File: src/rtl/uart_tx_core.sv
// 8N1 UART transmitter with a one-byte holding buffer, so consecutive frames
// go out with no idle gap. The TX pin is driven straight from a flop.
module uart_tx_core #(
    parameter int CLKS_PER_BIT = 10417,
    parameter int DATA_BITS    = 8
) (
    input  logic                 clk,
    input  logic                 rstn,
    input  logic [DATA_BITS-1:0] tx_data,
    input  logic                 tx_valid,
    output logic                 tx_ready,
    output logic                 tx,
    output logic                 busy
);

    localparam int CNT_W = (CLKS_PER_BIT > 1) ? $clog2(CLKS_PER_BIT) : 1;
    localparam int IDX_W = (DATA_BITS > 1) ? $clog2(DATA_BITS) : 1;
    localparam logic [CNT_W-1:0] CNT_LAST = CNT_W'(CLKS_PER_BIT - 1);
    localparam logic [IDX_W-1:0] IDX_LAST = IDX_W'(DATA_BITS - 1);

    typedef enum logic [1:0] {
        IDLE,
        START,
        DATA,
        STOP
    } state_t;

    state_t               state;
    logic [CNT_W-1:0]     cnt;
    logic [IDX_W-1:0]     bit_idx;
    logic                 buf_full;
    logic [DATA_BITS-1:0] buf_data;
    logic [DATA_BITS-1:0] shift;
    logic [DATA_BITS-1:0] shift_nxt;

    logic accept;
    logic end_bit;
    logic stop_end;
    logic load_buf;
    logic load_in;
    logic buf_wr;

    assign tx_ready  = ~buf_full;
    assign busy      = (state != IDLE) | buf_full;
    assign accept    = tx_valid & tx_ready;
    assign end_bit   = (cnt == CNT_LAST);
    assign stop_end  = (state == STOP) & end_bit;
    assign shift_nxt = shift >> 1;

    // A new frame starts either from the holding buffer or straight from the
    // input; the buffer always has priority so byte order is preserved.
    assign load_buf = buf_full & ((state == IDLE) | stop_end);
    assign load_in  = accept & ((state == IDLE) | stop_end);
    assign buf_wr   = accept & (state != IDLE) & ~stop_end;

    always_ff @(posedge clk) begin
        if (load_buf) begin
            shift <= buf_data;
        end else if (load_in) begin
            shift <= tx_data;
        end else if ((state == DATA) && end_bit) begin
            shift <= shift_nxt;
        end
        if (buf_wr) begin
            buf_data <= tx_data;
        end
    end

    always_ff @(posedge clk or negedge rstn) begin
        if (!rstn) begin
            state    <= IDLE;
            tx       <= 1'b1;
            buf_full <= 1'b0;
            cnt      <= '0;
            bit_idx  <= '0;
        end else begin
            if (state == IDLE) begin
                cnt <= '0;
            end else begin
                cnt <= end_bit ? '0 : cnt + 1'b1;
            end

            case (state)
                IDLE: begin
                    if (buf_full) begin
                        state    <= START;
                        tx       <= 1'b0;
                        buf_full <= 1'b0;
                    end else if (accept) begin
                        state <= START;
                        tx    <= 1'b0;
                    end
                end
                START: begin
                    if (end_bit) begin
                        state   <= DATA;
                        bit_idx <= '0;
                        tx      <= shift[0];
                    end
                end
                DATA: begin
                    if (end_bit) begin
                        if (bit_idx == IDX_LAST) begin
                            state <= STOP;
                            tx    <= 1'b1;
                        end else begin
                            bit_idx <= bit_idx + 1'b1;
                            tx      <= shift_nxt[0];
                        end
                    end
                end
                STOP: begin
                    if (end_bit) begin
                        if (buf_full) begin
                            state    <= START;
                            tx       <= 1'b0;
                            buf_full <= 1'b0;
                        end else if (accept) begin
                            state <= START;
                            tx    <= 1'b0;
                        end else begin
                            state <= IDLE;
                            tx    <= 1'b1;
                        end
                    end
                end
                default: begin
                    state <= IDLE;
                    tx    <= 1'b1;
                end
            endcase

            if (buf_wr) begin
                buf_full <= 1'b1;
            end
        end
    end

endmodule

File: config.mk
export PLATFORM = sky130hd
export DESIGN_NAME = uart_tx_core
export DESIGN_NICKNAME = d
export VERILOG_FILES = /design/src/rtl/uart_tx_core.sv
export SDC_FILE = /design/constraint.sdc
export NUM_CORES = 1
export LEC_CHECK = 0
export BUFFER_PORTS_ARGS = -buffer_cell sky130_fd_sc_hd__clkbuf_2
export CAP_MARGIN = 20
export CORE_MARGIN = 2
export CORE_UTILIZATION = 57
export CTS_CLUSTER_SIZE = 16
export DETAILED_ROUTE_END_ITERATION = 10
export PLACE_DENSITY = 0.76
export SETUP_SLACK_MARGIN = 0.4
export SLEW_MARGIN = 20
export SYNTH_ARGS = -nofsm -noshare
export SYNTH_HDL_FRONTEND = slang
export SYNTH_SLANG_ARGS = --single-unit
File: constraint.sdc
create_clock -name clk -period 2.9 [get_ports clk]
set_input_delay 0 -clock clk [delete_from_list [all_inputs] [get_ports clk]]
set_output_delay 0 -clock clk [all_outputs]
set_load 0.01 [all_outputs]
; ---- After elaboration in Yosys (flattened, before gate mapping)
; Cells that the tools add are included.
[totals]
output_inout_bits = 3
ram_bits = 0
regBits = 37
in_bits = 11
mem_count = 0
elab_cells = 71
latchBits = 0
romBits = 0
[classes]
shifts = 0
mux = 30
n_eq_ne = 12
order_cmp = 0
bitwise_logic = 10
div_mod_pow = 0
addsub = 2
n_reduce_logical = 10
mul = 0
[ops]
columns = operator, count
row1 = $mux 14, 2
row2 = $mux 8, 3
row3 = $add 14x1->14 const B, 1
row4 = $eq 14x14->1 const B, 1
row5 = $mux 1, 12
row6 = $mux 2, 6
row7 = $mux 3, 3
row8 = $ne 2x2->1 const B, 4
row9 = $pmux 2 s4, 1
row10 = $reduce_and 4->1, 2
row11 = $and 1x1->1, 6
row12 = $ne 3x3->1 const B, 2
row13 = $pmux 3 s2, 1
row14 = $reduce_bool 3->1, 2
row15 = $reduce_and 5->1, 1
row16 = $eq 2x2->1 const B, 2
row17 = $pmux 1 s4, 1
row18 = $reduce_bool 2->1, 2
row19 = $add 3x1->3 const B, 1
row20 = $eq 3x3->1 const B, 1
row21 = $eq 2x1->1 const B, 1
row22 = $logic_not 2->1, 1
row23 = $ne 2x1->1 const B, 1
row24 = $not 1->1, 2
row25 = other kinds (4), 5

; ---- Logic depth before layout (Yosys ltp)
[logic_depth]
ltp_word = 6
mapped_depth = 8
ltp_nobuf = 6

; ---- Least setup slack after synthesis
; OpenSTA, ideal clock, no wires.
[synth_timing]
path_kind = reg-to-reg
from = register cnt[6]
to = register shift[0], enable pin
required_ns = 2.526
synth_period_minus_slack_ns = 2.321
setup_slack_ns = 0.579
n_path_buf = 0
path_stages_with_launch = 4
setup_ns = 0.374
t_arrival_ns = 1.947
path_cell_list = dfrtp_1 > or4b_4 > o41a_4 > o21ai_1
[synth_via]
elab_chain_len = 5
elab_cells_between_ends = 7
cone_classes = 1 x eq/ne / 4 x bitwise / 2 x reduce/logical
[synth_lines]
columns = item, line_no
row1 = "start, declared", 29  ; logic [CNT_W-1:0] cnt;
row2 = "start signal, assigned", 80  ; cnt <= end_bit ? '0 : cnt + 1'b1;
row3 = $eq 14x14->1 (*), 46  ; assign end_bit = (cnt == CNT_LAST);
row4 = $and 1x1->1, 47  ; assign stop_end = (state == STOP) & end_bit;
row5 = $or 1x1->1, "52, 53"
row6 = "$and 1x1->1, on equally long branches", "52, 53"
row7 = $reduce_bool 3->1 (no line) (*), n/a
row8 = "end signal, assigned", 58  ; shift <= buf_data;
row9 = "end signal, assigned", 60  ; shift <= tx_data;
row10 = "end signal, assigned", 62  ; shift <= shift_nxt;
row11 = "end, declared", 33  ; logic [DATA_BITS-1:0] shift;
; Mark *: on every way between the ends. The rest lies on a longest branch, timed or not.
; A chain may end at the register's enable or synchronous reset.

; ---- Worst setup path after layout
[layout_timing]
from = register cnt[6]
to = register shift[6], enable pin
; Same word-level chain as after synthesis.

==> results.sh <==
export IMPL_syn_num_nets=202
export IMPL_synth_top_family_by_area="simple AND/OR/NAND/NOR gates"
export IMPL_nFillCells=268
export IMPL_gr_total_overflow=0
export IMPL_clockBufferDepth=2
export IMPL_synthXorXnorAreaFrac_pct=4.41
export IMPL_area_growth_pct=11.2
export IMPL_synth_fa_ha_area_share_pct=5.04
export IMPL_grt_pass1_wl_mm=6.82
export IMPL_synth_mux_area_share_pct=0.567
export IMPL_synth_area_per_cell_um2=10.9
export IMPL_ys_flop_type="dfrtp_1"
export IMPL_dieArea_um2=3970
export IMPL_wl_per_cell_um=15.4
export IMPL_routed_top_layer="met4"
export IMPL_power_total_uw=832
export IMPL_yosysWarningCount=0
export IMPL_grt_max_degree=22
export IMPL_port_buffers=13
export IMPL_synth_compound_area_share_pct=13.7
export IMPL_cap_violations=0
export IMPL_tightestPinTransition_ns=0.785
export IMPL_synthSimpleGateAreaFrac_pct=21.4
export IMPL_max_stage_delay_ns=0.59
export IMPL_drt_iter0_markers=110
export IMPL_vdd_drop_max_uv=307
export IMPL_path_class="flip-flop to flip-flop"
export IMPL_ys_types=45
export IMPL_synth_top_cells_by_area="dfrtp_1, edfxtp_1, nand3_1"
export IMPL_maxClockFrequency_mhz=429
export IMPL_cts_setup_buffers=0
export IMPL_dr_wl_met2_mm=1.96
export IMPL_fp_row_count=21
export IMPL_slew_viol_final=0
export IMPL_setup_viol=0
export IMPL_slowest_stage="or4b_4"
export IMPL_reg2reg_from="cnt[6]$_DFF_PN0_"
export IMPL_synth_seq_cells=37
export IMPL_cp_start_kind="flip-flop"
export IMPL_path_cells="or4b_4, o41a_4, o21ai_2"
export IMPL_route_met3_wl_um=186
export IMPL_cp_data_arrival_time_ns=2.33
export IMPL_slew_headroom_pct=47.5
export IMPL_path_buf_inv=0
export IMPL_min_path_type="input port to flip-flop"
export IMPL_synth_edff_count=16
export IMPL_core_area_um2=3340
export IMPL_grt_pass1_vias=1525
export IMPL_drt_antenna_violating_nets=0
export IMPL_drt_pass1_iterations=4
export IMPL_crit_family="compound AO/OA/AOI/OAI gates"
export IMPL_crit_fanout=10
export IMPL_yosysMostFrequentCell="nand3_1"
export IMPL_min_period_ns=2.33
export IMPL_synth_seq_area_share_pct=50.7
export IMPL_dr_total_vias=1484
export IMPL_fp_dieW_um=63.0
export IMPL_yosysTopAreaCell="dfrtp_1"
export IMPL_hold_viol=0
export IMPL_r2r_slack_ns=0.57
export IMPL_hold_path_startpoint="tx_valid"
export IMPL_route_detailed_drc=0
export IMPL_vias_per_cell=5.87
export IMPL_drt_total_wl_mm=3.90
export IMPL_power_density_nw_per_um2=377
export IMPL_grtUsageTotal_pct=22.5
export IMPL_fin_tns_setup_ns=0
export IMPL_status="finished, final reports clean"
export IMPL_path_clk_slew_ns=0.12
export IMPL_total_leakage_power_uw=0.000933
export IMPL_cts_tree="yes"
export IMPL_skew_ns=0.0138
export IMPL_numClockSinks=37
export IMPL_required_ns=2.90
export IMPL_synthTopCellsByCount="nand3_1, dfrtp_1, edfxtp_1, nor2_1, nand2_1"
export IMPL_grt_setup_unrepaired="false"
export IMPL_hold_depth=4
export IMPL_die_h_um=63.0
export IMPL_diodes=0
export IMPL_dp_hpwl_mm=2.65
export IMPL_antenna_found_initial=0
export IMPL_wirelength_met1_mm=1.67
export IMPL_gp_congestion=0.809
export IMPL_fin_crit_sh_pct=80.4
export IMPL_io_pins=14
export IMPL_r2r_end="shift[6]$_DFFE_PP_"
export IMPL_start_util_pct=59.5
export IMPL_cp_end_kind="flip-flop"
export IMPL_htreeDepth=2
export IMPL_worstRegToRegCells=3
export IMPL_drive_gt1_share_pct=16.4
export IMPL_clk_root_buffer_cell="clkbuf_4"
export IMPL_hold_path_end="state[0]$_DFFE_PN0P_"
export IMPL_numCtsBuffers=5
export IMPL_fin_nets=225
export IMPL_insertion_delay_ns=0.35
export IMPL_synth_async_reset_ratio_pct=56.8
export IMPL_netlist_area_um2=1990
export IMPL_synth_top_area_share_pct=25.2
export IMPL_synthCells=183
## worst reg2reg max path, delay by kind of cell (launching register included)
family	cells	cell delay, ns
compound gates	2	0.95
simple gates	1	0.59
flops	1	0.45
## through the flow
step                hold WS (ns)  cell area [um^2]  worst slack [ns]  cells  util (%)
floorplan                 -0.296              1990             0.579    183         -
global placement        -0.00639              2060             0.463    236      61.8
detailed placement       0.00973              2060             0.374    236      61.8
CTS                       0.0896              2210             0.575    253      66.1
global route               0.111              2210             0.485    253      66.1
finish                    0.0997              2210             0.568    253      66.1
## placed cells by master (no fill, tap or decap), types with 2 or more instances in the layout
master,count
nand4_1,2
o21ai_2,3
nor2_1,16
clkbuf_4,5
nand3b_1,2
xor2_1,6
a21oi_1,5
xnor2_1,4
a22o_1,6
edfxtp_1,16
nor2b_1,4
clkbuf_2,13
dfrtp_1,20
nand3_1,26
clkinv_1,2
a22oi_1,2
dlygate4sd3_1,9
nor3_1,2
o21ai_0,2
nand2_1,11
and2_1,3
inv_1,8
o21ai_1,8
ha_1,8
## routing by layer
metal	GRT usage, %	vias to the layer above
met2	36.3	47
met1	27.5	716
li1	-	711
met3	6.67	10
met4	10.8	0
met5	0	-
## report_power, final
group / total, uW / internal [uW] / switching (uW)
registers: 545 / 545 / 0.000000000000147
clock network: 264 / 87.8 / 176
logic: 24.1 / 12.9 / 11.2
total: 832 / 645 / 187
## area by class of cell
type / count / area [um^2] / area share, %
repair buffers: 23 / 163 / 7.37
inverters: 8 / 30.0 / 1.36
clock buffers: 5 / 37.5 / 1.70
clock inverters: 3 / 12.5 / 0.567
multi-input cells: 131 / 900 / 40.8
flip-flops and latches: 37 / 1010 / 45.6
well taps: 46 / 57.6 / 2.61
## sequential cells by signal, summed over array words and instances, names as in the netlist
name and cells:
state 2, cnt 14, buf_full 1, buf_data 8
tx 1, shift 8, bit_idx 3
## repair_timing
| item | in CTS | in global routing |
|---|---|---|
| setup endpoints to repair | 8 | 0 |
| hold buffers | 9 | 0 |
| resized for setup | 1 | 0 |
| hold endpoints to repair | 36 | 0 |
## cells by family after synthesis
| kind of cell | after synthesis |
|---|---|
| simple gates | 77 |
| flops | 37 |
| compound gates | 35 |
| buf+inv | 15 |
| xor+xnor | 10 |
| fa+ha+maj | 8 |
| mux | 1 |
## worst max path at each step
stage                     startpoint                 end  slack (ns)  depth (start not counted)
CTS                 cnt[9]$_DFF_PN0_  shift[6]$_DFFE_PP_        0.57                          3
detailed placement  cnt[6]$_DFF_PN0_  shift[2]$_DFFE_PP_        0.37                          3
finish              cnt[6]$_DFF_PN0_  shift[6]$_DFFE_PP_        0.57                          3
global placement    cnt[6]$_DFF_PN0_  shift[3]$_DFFE_PP_        0.46                          3
floorplan           cnt[6]$_DFF_PN0_  shift[0]$_DFFE_PP_        0.58                          3
global route        cnt[6]$_DFF_PN0_  shift[7]$_DFFE_PP_        0.49                          3
Note: power is estimated with default switching activity, not from simulation.
